==> config.mk <==
export PLATFORM = sky130hd
export DESIGN_NAME = display_scan_sched
export DESIGN_NICKNAME = d
export VERILOG_FILES = /design/src/rtl/disp_pkg.sv /design/src/rtl/disp_seg_decode.sv /design/src/rtl/display_scan_sched.sv
export SDC_FILE = /design/constraint.sdc
export NUM_CORES = 1
export LEC_CHECK = 0
export CAP_MARGIN = 5
export CORE_MARGIN = 10
export CORE_UTILIZATION = 53
export DETAILED_ROUTE_END_ITERATION = 16
export GPL_ROUTABILITY_DRIVEN = 0
export PLACE_DENSITY = 0.85
export SYNTH_ARGS = -nofsm -noshare
export SYNTH_HDL_FRONTEND = slang
export SYNTH_SLANG_ARGS = --single-unit
==> constraint.sdc <==
create_clock -name CLOCK_50MHZ -period 8.4 [get_ports CLOCK_50MHZ]
set_clock_uncertainty 0.2 [all_clocks]
set_input_delay 1.68 -clock CLOCK_50MHZ [delete_from_list [all_inputs] [get_ports CLOCK_50MHZ]]
set_output_delay 1.68 -clock CLOCK_50MHZ [all_outputs]
set_load 0.01 [all_outputs]
==> src/rtl/disp_pkg.sv <==
// ---------------------------------------------------------------------------
// disp_pkg
// Shared definitions for the 7-segment scan scheduler:
//   state_t    per-slot scan phase (dead-time blank, lit, post-lit dark)
//   SEG_BLANK  all segments off (active-low)
//   DIG_OFF    all digit enables off (active-low)
//   glyph()    hex nibble -> active-low segment pattern {g,f,e,d,c,b,a}
// ---------------------------------------------------------------------------
package disp_pkg;

   typedef enum logic [1:0] {
      S_DEAD = 2'd0,
      S_ON   = 2'd1,
      S_OFF  = 2'd2
   } state_t;

   localparam logic [6:0] SEG_BLANK = 7'h7F;
   localparam logic [3:0] DIG_OFF   = 4'hF;

   function automatic logic [6:0] glyph(input logic [3:0] nib);
      logic [6:0] g;
      case (nib)
         4'h0: g = 7'b1000000;
         4'h1: g = 7'b1111001;
         4'h2: g = 7'b0100100;
         4'h3: g = 7'b0110000;
         4'h4: g = 7'b0011001;
         4'h5: g = 7'b0010010;
         4'h6: g = 7'b0000010;
         4'h7: g = 7'b1111000;
         4'h8: g = 7'b0000000;
         4'h9: g = 7'b0010000;
         4'hA: g = 7'b0001000;
         4'hB: g = 7'b0000011;
         4'hC: g = 7'b1000110;
         4'hD: g = 7'b0100001;
         4'hE: g = 7'b0000110;
         default: g = 7'b0001110;
      endcase
      return g;
   endfunction

endpackage

==> src/rtl/disp_seg_decode.sv <==
// ---------------------------------------------------------------------------
// disp_seg_decode
// Combinational nibble-to-segment decoder with a blank override.
// Ports:
//   nib_i    hex digit to show
//   blank_i  1 = force all segments dark
//   seg_o    active-low segments {g,f,e,d,c,b,a}
// ---------------------------------------------------------------------------
module disp_seg_decode
   import disp_pkg::*;
(
   input  logic [3:0] nib_i,
   input  logic       blank_i,
   output logic [6:0] seg_o
);

   assign seg_o = blank_i ? SEG_BLANK : glyph(nib_i);

endmodule

==> src/rtl/display_scan_sched.sv <==
// ---------------------------------------------------------------------------
// display_scan_sched
// Time-multiplexed scan scheduler for a 4-digit common-anode 7-segment display.
// Each digit slot is SLOT_CYC clocks: a dead-time blank, a lit window sized by
// BRIGHT, then a dark remainder. Frame data arrives over a valid/ready port and
// is held in a pending register until the end of the frame, so a frame is
// never shown half-old/half-new.
// Ports:
//   CLOCK_50MHZ  clock (rising edge)        RESET      sync active-high reset
//   WR_VALID     frame write request        WR_READY   pending slot free
//   WR_DATA      4 hex nibbles, [3:0]=digit0
//   BRIGHT       lit fraction (BRIGHT+1)/8  BLANK_EN   1 = all digits dark
//   DIG          active-low digit enables   SEG        active-low {g..a}
//   FRAME_DONE   pulse on last cycle of the digit-3 slot
// Build option: define DISP_LZ_BLANK_EN to blank leading zeros (digit 0 is
// always shown).
// ---------------------------------------------------------------------------
module display_scan_sched
   import disp_pkg::*;
#(
   parameter int CLK_HZ      = 50_000_000,
   parameter int SCAN_HZ     = 1000,
   parameter int DEAD_CYCLES = 500
) (
   input  logic        CLOCK_50MHZ,
   input  logic        RESET,
   input  logic        WR_VALID,
   output logic        WR_READY,
   input  logic [15:0] WR_DATA,
   input  logic [2:0]  BRIGHT,
   input  logic        BLANK_EN,
   output logic [3:0]  DIG,
   output logic [6:0]  SEG,
   output logic        FRAME_DONE
);

   localparam int SLOT_CYC = CLK_HZ / SCAN_HZ;
   localparam int ON_CYC   = SLOT_CYC - DEAD_CYCLES;
   localparam int CW       = $clog2(SLOT_CYC);

   function automatic int lit_cycles(input logic [2:0] b);
      return ((int'(b) + 1) * ON_CYC) >> 3;
   endfunction

   state_t          state_q, state_d;
   logic [CW-1:0]   cnt_q, cnt_d;
   logic [1:0]      idx_q, idx_d;
   logic [2:0]      bright_q, bright_eff;
   logic            blank_q, blank_eff;
   logic [15:0]     active_q, pend_q;
   logic            pend_full_q;
   logic [3:0]      dig_q, dig_d;
   logic [6:0]      seg_q, seg_d;
   logic            fdone_q, fdone_d;
   logic            first_dead, slot_last, on_d, lz_dark;
   logic            accept, commit;
   logic [3:0]      nib_d;
   int              lit_end;

   assign WR_READY   = ~pend_full_q & ~RESET;
   assign accept     = WR_VALID & WR_READY;
   assign commit     = fdone_q & pend_full_q;
   assign DIG        = dig_q;
   assign SEG        = seg_q;
   assign FRAME_DONE = fdone_q;

   // Slot sequencing. The counter runs across the whole slot and is only
   // cleared when the FSM moves to the next digit's dead time.
   always_comb begin
      // BRIGHT/BLANK_EN are latched on the first dead cycle; use the live
      // value on that cycle so a one-cycle dead time still sees it.
      first_dead = (state_q == S_DEAD) && (cnt_q == '0);
      bright_eff = first_dead ? BRIGHT : bright_q;
      blank_eff  = first_dead ? BLANK_EN : blank_q;
      lit_end    = DEAD_CYCLES + lit_cycles(bright_eff);
      slot_last  = (int'(cnt_q) == SLOT_CYC - 1);
      state_d    = state_q;
      cnt_d      = cnt_q + 1'b1;
      idx_d      = idx_q;
      case (state_q)
         S_DEAD: begin
            if (int'(cnt_q) == DEAD_CYCLES - 1) state_d = S_ON;
         end
         S_ON: begin
            if (int'(cnt_q) == lit_end - 1) begin
               if (slot_last) begin
                  // Full brightness: no dark remainder, go straight on.
                  state_d = S_DEAD;
                  cnt_d   = '0;
                  idx_d   = idx_q + 2'd1;
               end else begin
                  state_d = S_OFF;
               end
            end
         end
         S_OFF: begin
            if (slot_last) begin
               state_d = S_DEAD;
               cnt_d   = '0;
               idx_d   = idx_q + 2'd1;
            end
         end
         default: begin
            state_d = S_DEAD;
            cnt_d   = '0;
         end
      endcase
      // Outputs are computed from the next state so the registered pins line
      // up with the FSM phase they describe.
      fdone_d = (idx_d == 2'd3) && (int'(cnt_d) == SLOT_CYC - 1);
      nib_d   = active_q[{idx_d, 2'b00} +: 4];
   end

`ifdef DISP_LZ_BLANK_EN
   // A digit is a leading zero when it and every higher nibble are zero.
   always_comb begin
      case (idx_d)
         2'd3:    lz_dark = (active_q[15:12] == 4'h0);
         2'd2:    lz_dark = (active_q[15:8]  == 8'h00);
         2'd1:    lz_dark = (active_q[15:4]  == 12'h000);
         default: lz_dark = 1'b0;
      endcase
   end
`else
   assign lz_dark = 1'b0;
`endif

   assign on_d  = (state_d == S_ON) & ~blank_eff & ~lz_dark;
   assign dig_d = on_d ? ~(4'b0001 << idx_d) : DIG_OFF;

   disp_seg_decode u_dec (
      .nib_i   (nib_d),
      .blank_i (~on_d),
      .seg_o   (seg_d)
   );

   always_ff @(posedge CLOCK_50MHZ) begin
      if (RESET) begin
         state_q     <= S_DEAD;
         cnt_q       <= '0;
         idx_q       <= '0;
         bright_q    <= '0;
         blank_q     <= 1'b0;
         active_q    <= '0;
         pend_full_q <= 1'b0;
         dig_q       <= DIG_OFF;
         seg_q       <= SEG_BLANK;
         fdone_q     <= 1'b0;
      end else begin
         state_q <= state_d;
         cnt_q   <= cnt_d;
         idx_q   <= idx_d;
         dig_q   <= dig_d;
         seg_q   <= seg_d;
         fdone_q <= fdone_d;
         if (first_dead) begin
            bright_q <= BRIGHT;
            blank_q  <= BLANK_EN;
         end
         // Commit and accept are exclusive: WR_READY is low while pending is full.
         if (commit) begin
            active_q    <= pend_q;
            pend_full_q <= 1'b0;
         end else if (accept) begin
            pend_full_q <= 1'b1;
         end
      end
   end

   always_ff @(posedge CLOCK_50MHZ) begin
      if (accept) pend_q <= WR_DATA;
   end

endmodule

; Yosys cells after proc, flatten, opt, wreduce, memory -nomap -nowiden
; Memory sizes are Yosys's and may differ from the RTL's. A register that Yosys moved wholly into a read port is not among the register bits.
; Index checks and enable logic that the tools add are counted.
[totals]
ff_bits = 62
rom_bits = 112
word_cells = 55
memories = 1
[memory_table]
columns = memory, depth, width, read_ports, rd_ports_with_merged_regs, write_ports, line_no
row1 = (no name shown), 16, 7, 1, 1, 0, disp_pkg.sv:22  ; case (nib)
[classes]
addsub = 5
n_mul = 1
n_eq_ne = 8
shift = 2
n_mux = 13
n_bitwise = 9
n_reduce_logical = 6
[op_table]
columns = cell, count
row1 = 16-bit one-hot mux with 3 select lines, 1
row2 = "16-bit by 15-bit == test with 1-bit output, second input constant", 2
row3 = 16-bit two-way mux, 2
row4 = 17-bit by 19-bit == test with 1-bit output, 1
row5 = "18-bit by 1-bit subtractor with 19-bit output, second input constant", 1
row6 = "9-bit by 17-bit adder with 18-bit output, first input constant", 1
row7 = "4-bit by 14-bit multiplier with 18-bit output, second input constant", 1
row8 = "16-bit by 1-bit adder with 16-bit output, second input constant", 1
row9 = "16-bit by 10-bit == test with 1-bit output, second input constant", 1
row10 = 16-bit logical NOT, 1
row11 = 16-bit by 5-bit variable part select with 4-bit output, 1
row12 = 2-bit two-way mux, 6
row13 = 2-bit one-hot mux with 3 select lines, 1
row14 = "3-bit by 1-bit adder with 4-bit output, second input constant", 1
row15 = 1-bit bitwise AND, 4
row16 = "2-bit by 1-bit == test with 1-bit output, second input constant", 2
row17 = "2-bit == test, second input constant", 2
row18 = 1-bit inverter, 4
row19 = 4-bit inverter, 1
row20 = 2-bit one-hot mux with 2 select lines, 1
row21 = 2-bit OR reduction, 2
row22 = "1-bit by 2-bit left shift with 4-bit output, first input constant", 1
row23 = 3-bit two-way mux, 1
row24 = "2-bit by 1-bit adder with 2-bit output, second input constant", 1
row25 = other kinds (3), 4

; Depth between registers and ports, before layout
; Gate-level depths: netlist (run 1).
[depth]
word_depth = 14
ltp_mapped = 31

; Cells and area by module
; Synthesis (run 1) repeated with hierarchy kept, for this count alone.
[unflattened]
cells_unflattened = 538
area_unflattened_um2 = 4693.3
[modules_own_cells]
columns = mod, n_inst, cells_each, area_per_inst_um2
row1 = display_scan_sched, 1, 503, 4394.2
row2 = disp_seg_decode, 1, 35, 299.0

; Least setup slack after synthesis (run 1)
; OpenSTA, ideal clock, no wires.
[synth_path]
kind = input-to-reg
from = input BRIGHT[0]
to = register seg_q[6] (netlist: SEG[6])
setup_time_ps = 122
arrival_ps = 7794
t_required_ps = 8078
path_slack_ps = 284
stages = 26
path_buffers = 1
cell_sequence = nand3_1 and2_1 inv_1 ha_1 xnor2_1 ha_1 fa_1 ha_1 a21oi_1 a211oi_1 or3_1 clkbuf_1 or3_4 a2111o_1 a311oi_2 nand4_2 mux2i_4 o221ai_4 mux2i_1 mux2_2 inv_1 ha_1 inv_1 nor3_1 a21o_1 a221o_1
[synth_between]
elab_chain_cells = 12
word_cells_on_any_way = 15
cone_classes = 3 x add/sub / 1 x mul / 2 x eq/ne / 1 x shift / 5 x mux / 2 x bitwise / 1 x reduce/logical
[synth_rtl]
columns = element, line_no
row1 = start: declaration, display_scan_sched.sv:30  ; input logic [2:0] BRIGHT,
row2 = 3-bit two-way mux (*), n/a
row3 = via bright_eff[0], display_scan_sched.sv:48  ; logic [2:0] bright_q, bright_eff;
row4 = 3-bit by 1-bit adder with 4-bit output (*), display_scan_sched.sv:42  ; return ((int'(b) + 1) * ON_CYC) >> 3;
row5 = 4-bit by 14-bit multiplier with 18-bit output (*), display_scan_sched.sv:42
row6 = 9-bit by 17-bit adder with 18-bit output (*), display_scan_sched.sv:75  ; lit_end = DEAD_CYCLES + lit_cycles(bright_eff);
row7 = 18-bit by 1-bit subtractor with 19-bit output (*), display_scan_sched.sv:85  ; if (int'(cnt_q) == lit_end - 1) begin
row8 = 17-bit by 19-bit == test with 1-bit output (*), display_scan_sched.sv:85
row9 = "parallel branches: the longest is 6 deep, another holds 16-bit by 5-bit variable part select with 4-bit output", n/a
row10 = end: declaration, display_scan_sched.sv:53  ; logic [6:0] seg_q, seg_d;
; Mark *: on every way through the listed nets, which the timed path passes.
; A chain may end at the register's enable or synchronous reset.

; Final worst setup path (run 1)
[layout_path]
from = input BRIGHT[1]
to = register seg_q[6] (netlist: SEG[6])
; Same word-level chain as after synthesis.

==> impl_metrics.env, run 1 <==
export IMPL_yosys_area_top_type="dfxtp_1"
export IMPL_pwr_density_cell_nw_per_um2=191
export IMPL_path_max_fanout=6
export IMPL_clk_latency_ns=0.35
export IMPL_die_x_um=112
export IMPL_seq_area_um2=1540
export IMPL_slowest_delay_ns=0.46
export IMPL_setup_viol=0
export IMPL_synth_nets=583
export IMPL_finalWorstSetupSlack_ns=0.314
export IMPL_dr_pass1_iters=5
export IMPL_cts_max_path_buffers=2
export IMPL_synth_top_family_by_area="simple AND/OR/NAND/NOR gates"
export IMPL_dpl_worst_slack_ns=-0.154
export IMPL_drc=0
export IMPL_nFillCells=667
export IMPL_syn_cell_area_um2=4490
export IMPL_async_flop_share_pct=0
export IMPL_p_switching_uw=346
export IMPL_antenna_left=0
export IMPL_rrSetupSlack_ns=0.56
export IMPL_ios=36
export IMPL_fin_crit_sh_pct=96.3
export IMPL_multiInputGateArea_um2=2740
export IMPL_grt_pass1_vias=3845
export IMPL_grt_pass1_wl_um=17700
export IMPL_antenna_found_initial=0
export IMPL_yosys_area_share_xor_xnor_pct=6.63
export IMPL_place_hpwl_um=7910
export IMPL_antennaDiodeCount=0
export IMPL_comb_power_share_pct=38.5
export IMPL_finish_instance_area_um2=5110
export IMPL_cts_clk_slew_worst_paths_ns=0.09
export IMPL_cts_root_buf="clkbuf_8"
export IMPL_die_h_um=112
export IMPL_period_needed_ns=8.09
export IMPL_synthAdderAreaFrac_pct=11.1
export IMPL_cp_common_cell="ha_1"
export IMPL_synth_edff_count=16
export IMPL_grt_overflow=0
export IMPL_via_per_inst=5.93
export IMPL_max_cap_violations=0
export IMPL_synthSimpleGateAreaFrac_pct=24.1
export IMPL_start_kind="primary input"
export IMPL_syn_area_per_cell_um2=8.60
export IMPL_vias=3893
export IMPL_synth_compound_area_share_pct=15.2
export IMPL_clkPwrFrac_pct=25.6
export IMPL_p_int_uw=631
export IMPL_drt_iter0_markers=294
export IMPL_timing_rr_end="SEG[6]"
export IMPL_hold_violations=0
export IMPL_slowest_stage="clkdlybuf4s50_1"
export IMPL_cts_made_buffers=9
export IMPL_yosys_warnings=0
export IMPL_ys_types=69
export IMPL_worst_setup_path_end_kind="flop"
export IMPL_synthMuxAreaShare_pct=3.54
export IMPL_fin_tns_setup_ns=0
export IMPL_cp_arrival_ns=8.13
export IMPL_max_clock_freq_mhz=124
export IMPL_synthTopCellsByArea="dfxtp_1, edfxtp_1, ha_1"
export IMPL_hp_class="reg2reg"
export IMPL_synth_seq_area_share_pct=34.3
export IMPL_ys_flop_type="dfxtp_1"
export IMPL_fin_util_pct=62.3
export IMPL_final_max_slew_viol_count=0
export IMPL_tightest_slew_ns=1.11
export IMPL_cts_max_level=3
export IMPL_final_nets=608
export IMPL_hold_depth=2
export IMPL_die_area_um2=12600
export IMPL_core_area_um2=8220
export IMPL_synth_top_area_share_pct=23.6
export IMPL_totalWireLength_um=10300
export IMPL_rows=33
export IMPL_grt_max_degree=29
export IMPL_final_layout_size_suffix_gt1_share_pct=9.24
export IMPL_leakage_uw=0.00194
export IMPL_portBuffers=35
export IMPL_ctsHoldBuffers=0
export IMPL_r2r_worst_path_cells=28
export IMPL_areaGrowthSynthToFinish_pct=13.9
export IMPL_status="completed"
export IMPL_start_util_pct=54.7
export IMPL_required_ns=8.45
export IMPL_syn_inst=522
export IMPL_groute_usage_overall_pct=16.3
export IMPL_p_sw_share_pct=35.5
export IMPL_place_area_um2=4900
export IMPL_synth_ff_latch_count=69
export IMPL_wl_per_cell_um=15.6
export IMPL_cp_startpoint="BRIGHT[1]"
export IMPL_hp_start="active_q[9]"
export IMPL_tritoncts="built"
export IMPL_hold_path_end="active_q[9]"
export IMPL_seq_power_share_pct=35.9
export IMPL_reg2reg_from="state_q[1]"
export IMPL_clock_sinks=69
export IMPL_path_class="in2reg"
export IMPL_ir_drop_mv=0.125
export IMPL_relSlewSlack_pct=25.5
## worst max-delay path, delay by kind of cell
kind | cells | cell delay [ns]
compound gates | 5 | 1.43
xor+xnor | 1 | 0.18
fa+ha+maj | 5 | 1.70
buf+inv | 3 | 0.64
mux | 3 | 0.72
simple gates | 8 | 1.77
## metal layers
layer / share of wire (%) / track usage, % / vias to the layer above
met3: 5.6 / 2.72 / 34
met2: 49 / 28.0 / 149
met1: 42 / 19.3 / 1803
li1: - / - / 1907
met5: 0 / 0 / -
met4: 3.0 / 7.61 / 0
## flip-flops by register name (all words and copies together) (netlist names)
name and cells:
bright_q 3, blank_q 1, idx_q 2, DIG 4, FRAME_DONE 1, active_q 16
pend_full_q 1, state_q 2, cnt_q 16, SEG 7, pend_q 16
## area by class of cell
class | instances | area share (%)
Sequential cell | 69 | 30.1
Tap cell | 105 | 2.57
Multi-Input combinational cell | 400 | 53.5
Inverter | 19 | 1.39
Clock buffer | 9 | 2.42
Clock inverter | 7 | 1.22
Timing Repair Buffer | 48 | 8.76
## layout by cell type, fill, tap and decap left out, types with 3 or more instances in the layout
master | netlist | routed
a211oi_1 | 4 | 4
a21o_1 | 4 | 4
a21oi_1 | 32 | 31
a31oi_1 | 7 | 7
and2_1 | 6 | 6
and3_1 | 8 | 8
and4_1 | 4 | 4
buf_4 | 2 | 13
clkbuf_8 | 0 | 9
clkdlybuf4s50_1 | 0 | 35
dfxtp_1 | 53 | 53
edfxtp_1 | 16 | 16
fa_1 | 3 | 3
ha_1 | 35 | 35
inv_1 | 19 | 19
inv_6 | 0 | 3
mux2_2 | 5 | 5
mux2i_1 | 8 | 8
nand2_1 | 68 | 68
nand2b_1 | 6 | 6
nand3_1 | 27 | 27
nand4_1 | 7 | 7
nor2_1 | 44 | 44
nor2b_1 | 5 | 5
nor3_1 | 10 | 9
nor3b_1 | 3 | 3
nor4_1 | 5 | 5
o21ai_0 | 16 | 16
o31ai_1 | 3 | 3
or3_1 | 8 | 8
or4_1 | 5 | 5
xnor2_1 | 20 | 19
xor2_1 | 14 | 14
## timing repair
item                       4_1_cts  5_1_grt
setup endpoints to repair        0        3
gates resized for setup          0        4
setup buffers                    0        1
## kinds of logic (layout without fill, tap and decap cells)
logic type / Yosys count / in the layout
adders and majority gates: 38 / 38
xor gates and xnor gates: 34 / 34
muxes: 14 / 14
DFF: 69 / 69
buffers and inverters: 53 / 83
AOI/OAI and AO/OA: 99 / 99
and+or+nand+nor: 215 / 215
## per-stage QoR
step / hold WS, ns / total power, uW / instances
finish: 0.259 / 977 / 657
global route: 0.277 / 1050 / 657
CTS: 0.262 / 973 / 656
detailed placement: 0.250 / 720 / 640
global placement: 0.245 / 703 / 640
floorplan: 0.233 / 633 / 522
## power by group through the flow
stage	clock [uW]	combinational, uW	sequential (uW)
6_report	250	376	351
5_1_grt	274	420	351
4_1_cts	257	366	350
3_5_place_dp	0	362	358
3_3_place_gp	0	346	358
2_1_floorplan	0	276	356
## how the worst max path moves through the flow
stage / slack (ns) / to
floorplan: 0.28 / SEG[6]
global placement: 0.11 / SEG[6]
detailed placement: -0.15 / SEG[6]
CTS: 0.21 / SEG[6]
global route: -0.09 / SEG[3]
finish: 0.31 / SEG[6]
## Yosys cell counts, types with 3 or more instances
library cell / number
nand3_1: 27
xor2_1: 14
edfxtp_1: 16
a31oi_1: 7
nand4_1: 7
a21o_1: 4
nor2_1: 44
fa_1: 3
nor4_1: 5
nor2b_1: 5
o31ai_1: 3
mux2_2: 5
inv_1: 19
nor3b_1: 3
a211oi_1: 4
o21ai_0: 16
and3_1: 8
and4_1: 4
a21oi_1: 32
xnor2_1: 20
or4_1: 5
or3_1: 8
mux2i_1: 8
clkbuf_1: 22
ha_1: 35
dfxtp_1: 53
buf_2: 6
nor3_1: 10
and2_1: 6
nand2b_1: 6
nand2_1: 68
Note: power is estimated with default switching activity, not from simulation.
==> run 2: changes to the inputs <==
--- a/config.mk
+++ b/config.mk
@@ -11,6 +11,7 @@
 export DETAILED_ROUTE_END_ITERATION = 16
 export GPL_ROUTABILITY_DRIVEN = 0
 export PLACE_DENSITY = 0.85
+export REMOVE_ABC_BUFFERS = 1
 export SYNTH_ARGS = -nofsm -noshare
 export SYNTH_HDL_FRONTEND = slang
 export SYNTH_SLANG_ARGS = --single-unit
==> run 2 against run 1 <==
Sequential power is essentially flat. Largest power group unchanged. Combinational power grew 3%. Largest cell class unchanged. Via count is essentially flat. Non-clock buffer count grew 2. Die area is the same. Sequential share of layout area shrank 0.11 points.
==> impl_metrics.env, run 2 (synthesized netlist as in run 1, its figures left out) <==
export IMPL_status="completed"
export IMPL_grt_use_met2_pct=28.4
export IMPL_max_cap_violations=0
export IMPL_setup_viol=0
export IMPL_crit_end="SEG[6]"
export IMPL_comb_power_share_pct=38.6
export IMPL_grt_overflow=0
export IMPL_reg2reg_from="state_q[1]"
export IMPL_hold_violations=0
export IMPL_totalWireLength_um=10300
export IMPL_grt_busiest_layer="met2"
export IMPL_groute_usage_overall_pct=16.5
export IMPL_dr_pass1_iters=5
export IMPL_use_met3_pct=4.42
export IMPL_antenna_found_initial=0
export IMPL_hp_class="reg2reg"
export IMPL_multiInputGateArea_um2=2740
export IMPL_final_common_cell="nand2_1"
export IMPL_mostFrequentLayoutCells="nand2_1, dfxtp_1, nor2_1, ha_1, clkdlybuf4s50_1"
export IMPL_die_h_um=112
export IMPL_grt_pass1_vias=3919
export IMPL_p_sw_share_pct=36.1
export IMPL_portBuffers=35
export IMPL_rows=33
export IMPL_reg_largest_list="active_q (16), cnt_q (16), pend_q (16)"
export IMPL_p_int_uw=638
export IMPL_final_nets=610
export IMPL_cts_clk_slew_worst_paths_ns=0.09
export IMPL_cp_arrival_ns=8.16
export IMPL_fin_util_pct=62.5
export IMPL_tightest_slew_ns=0.719
export IMPL_vias=3896
export IMPL_cts_max_level=3
export IMPL_start_util_pct=54.7
export IMPL_timing_rr_end="SEG[6]"
export IMPL_total_power_uw=999
export IMPL_max_clock_freq_mhz=123
export IMPL_clkPwrFrac_pct=26.3
export IMPL_path_max_fanout=6
export IMPL_pwr_density_cell_nw_per_um2=195
export IMPL_final_max_slew_viol_count=0
export IMPL_post_cts_repair_setup_buffers=0
export IMPL_nFillCells=642
export IMPL_cts_root_buf="clkbuf_8"
export IMPL_path_class="in2reg"
export IMPL_met1_usage_pct=19.0
export IMPL_cp_startpoint="BRIGHT[1]"
export IMPL_wl_per_cell_um=15.6
export IMPL_start_kind="primary input"
export IMPL_die_x_um=112
export IMPL_clk_latency_ns=0.36
export IMPL_ios=36
export IMPL_tritoncts="built"
export IMPL_required_ns=8.46
export IMPL_seq_area_um2=1540
export IMPL_via_per_inst=5.91
export IMPL_relSlewSlack_pct=51.6
export IMPL_p_switching_uw=361
export IMPL_seq_power_share_pct=35.1
export IMPL_period_needed_ns=8.10
export IMPL_r2r_worst_path_cells=27
export IMPL_leakage_uw=0.00197
export IMPL_core_area_um2=8220
export IMPL_antennaDiodeCount=0
export IMPL_cts_made_buffers=9
export IMPL_place_hpwl_um=7820
export IMPL_cts_max_path_buffers=2
export IMPL_areaGrowthSynthToFinish_pct=14.3
export IMPL_fin_crit_sh_pct=96.4
export IMPL_worst_setup_path_end_kind="flop"
export IMPL_whs_ns=0.262
export IMPL_grt_max_degree=29
export IMPL_final_layout_size_suffix_gt1_share_pct=9.57
export IMPL_antenna_left=0
export IMPL_clock_sinks=69
export IMPL_ir_drop_mv=0.126
export IMPL_rrSetupSlack_ns=0.43
export IMPL_die_area_um2=12600
export IMPL_grt_pass1_wl_um=17800
export IMPL_drc=0
export IMPL_drt_iter0_markers=291
==> run 2: changes by cell type in the layout (fill, tap and decap cells not counted) <==
cell,previous run,this run
a2111oi_0,0,1
a2111oi_1,1,0
buf_4,13,15
inv_6,3,2
inv_8,1,2
nor3_1,9,10
nor3_2,1,0
o41ai_1,1,0
o41ai_2,0,1
==> run 2: timing repair <==
item	in CTS	in global routing
hold buffers	0	0
endpoints found under the setup margin	0	3
resized for setup	0	3
endpoints found under the hold margin	0	0
==> run 2: worst min-delay path by stage <==
stage	startpoint	to	cells after the start
after CTS	active_q[13]	active_q[13]	2
after detailed placement	active_q[10]	active_q[10]	2
after global placement	active_q[11]	active_q[11]	2
after global routing	active_q[14]	active_q[14]	2
final	active_q[13]	active_q[13]	2
after floorplan	active_q[10]	active_q[10]	2
==> run 2: critical path, stage by stage <==
cell and delay, ns:
clkdlybuf4s50_1 0.45, nand3_1 0.15, nand2_1 0.14, ha_1 0.26
xnor2_2 0.17, fa_1 0.42, fa_1 0.45, ha_1 0.35
nand4_1 0.19, and4_1 0.24, or3_1 0.39, or3_4 0.41
a2111o_1 0.37, a311oi_2 0.31, nand4_2 0.21, mux2i_4 0.25
o221ai_4 0.26, mux2i_1 0.22, mux2_2 0.24, inv_1 0.10
ha_1 0.20, inv_1 0.10, nor3_1 0.09, a21o_1 0.17
a221o_1 0.33
==> run 2: area by class of cell <==
type	instances	area share (%)
Multi-Input combinational cell	400	53.3
Sequential cell	69	30.0
Timing Repair Buffer	50	9.02
Clock inverter	7	1.27
Inverter	19	1.39
Clock buffer	9	2.41
Tap cell	105	2.56
==> run 2: per-layer routing <==
metal / up-vias / part of all wire [%]
li1: 1915 / -
met3: 30 / 6.2
met2: 140 / 50
met1: 1811 / 41
met4: 0 / 2.4
met5: - / 0
==> run 2: power groups by stage <==
stage | sequential [uW] | clock [uW] | combinational, uW
global route | 351 | 281 | 426
floorplan | 357 | 0 | 263
global placement | 358 | 0 | 352
CTS | 350 | 264 | 373
finish | 350 | 263 | 386
detailed placement | 358 | 0 | 370
==> run 2: metrics by stage <==
| step | worst slack [ns] | std cells | instance area (um^2) | setup TNS, ns |
|---|---|---|---|---|
| 6_report | 0.299 | 659 | 5130 | 0 |
| 5_1_grt | -0.000838 | 659 | 5130 | -0.000838 |
| 4_1_cts | 0.217 | 659 | 5110 | 0 |
| 3_5_place_dp | -0.0816 | 643 | 4930 | -0.104 |
| 3_3_place_gp | 0.153 | 643 | 4930 | 0 |
| 2_1_floorplan | 0.332 | 488 | 4330 | 0 |
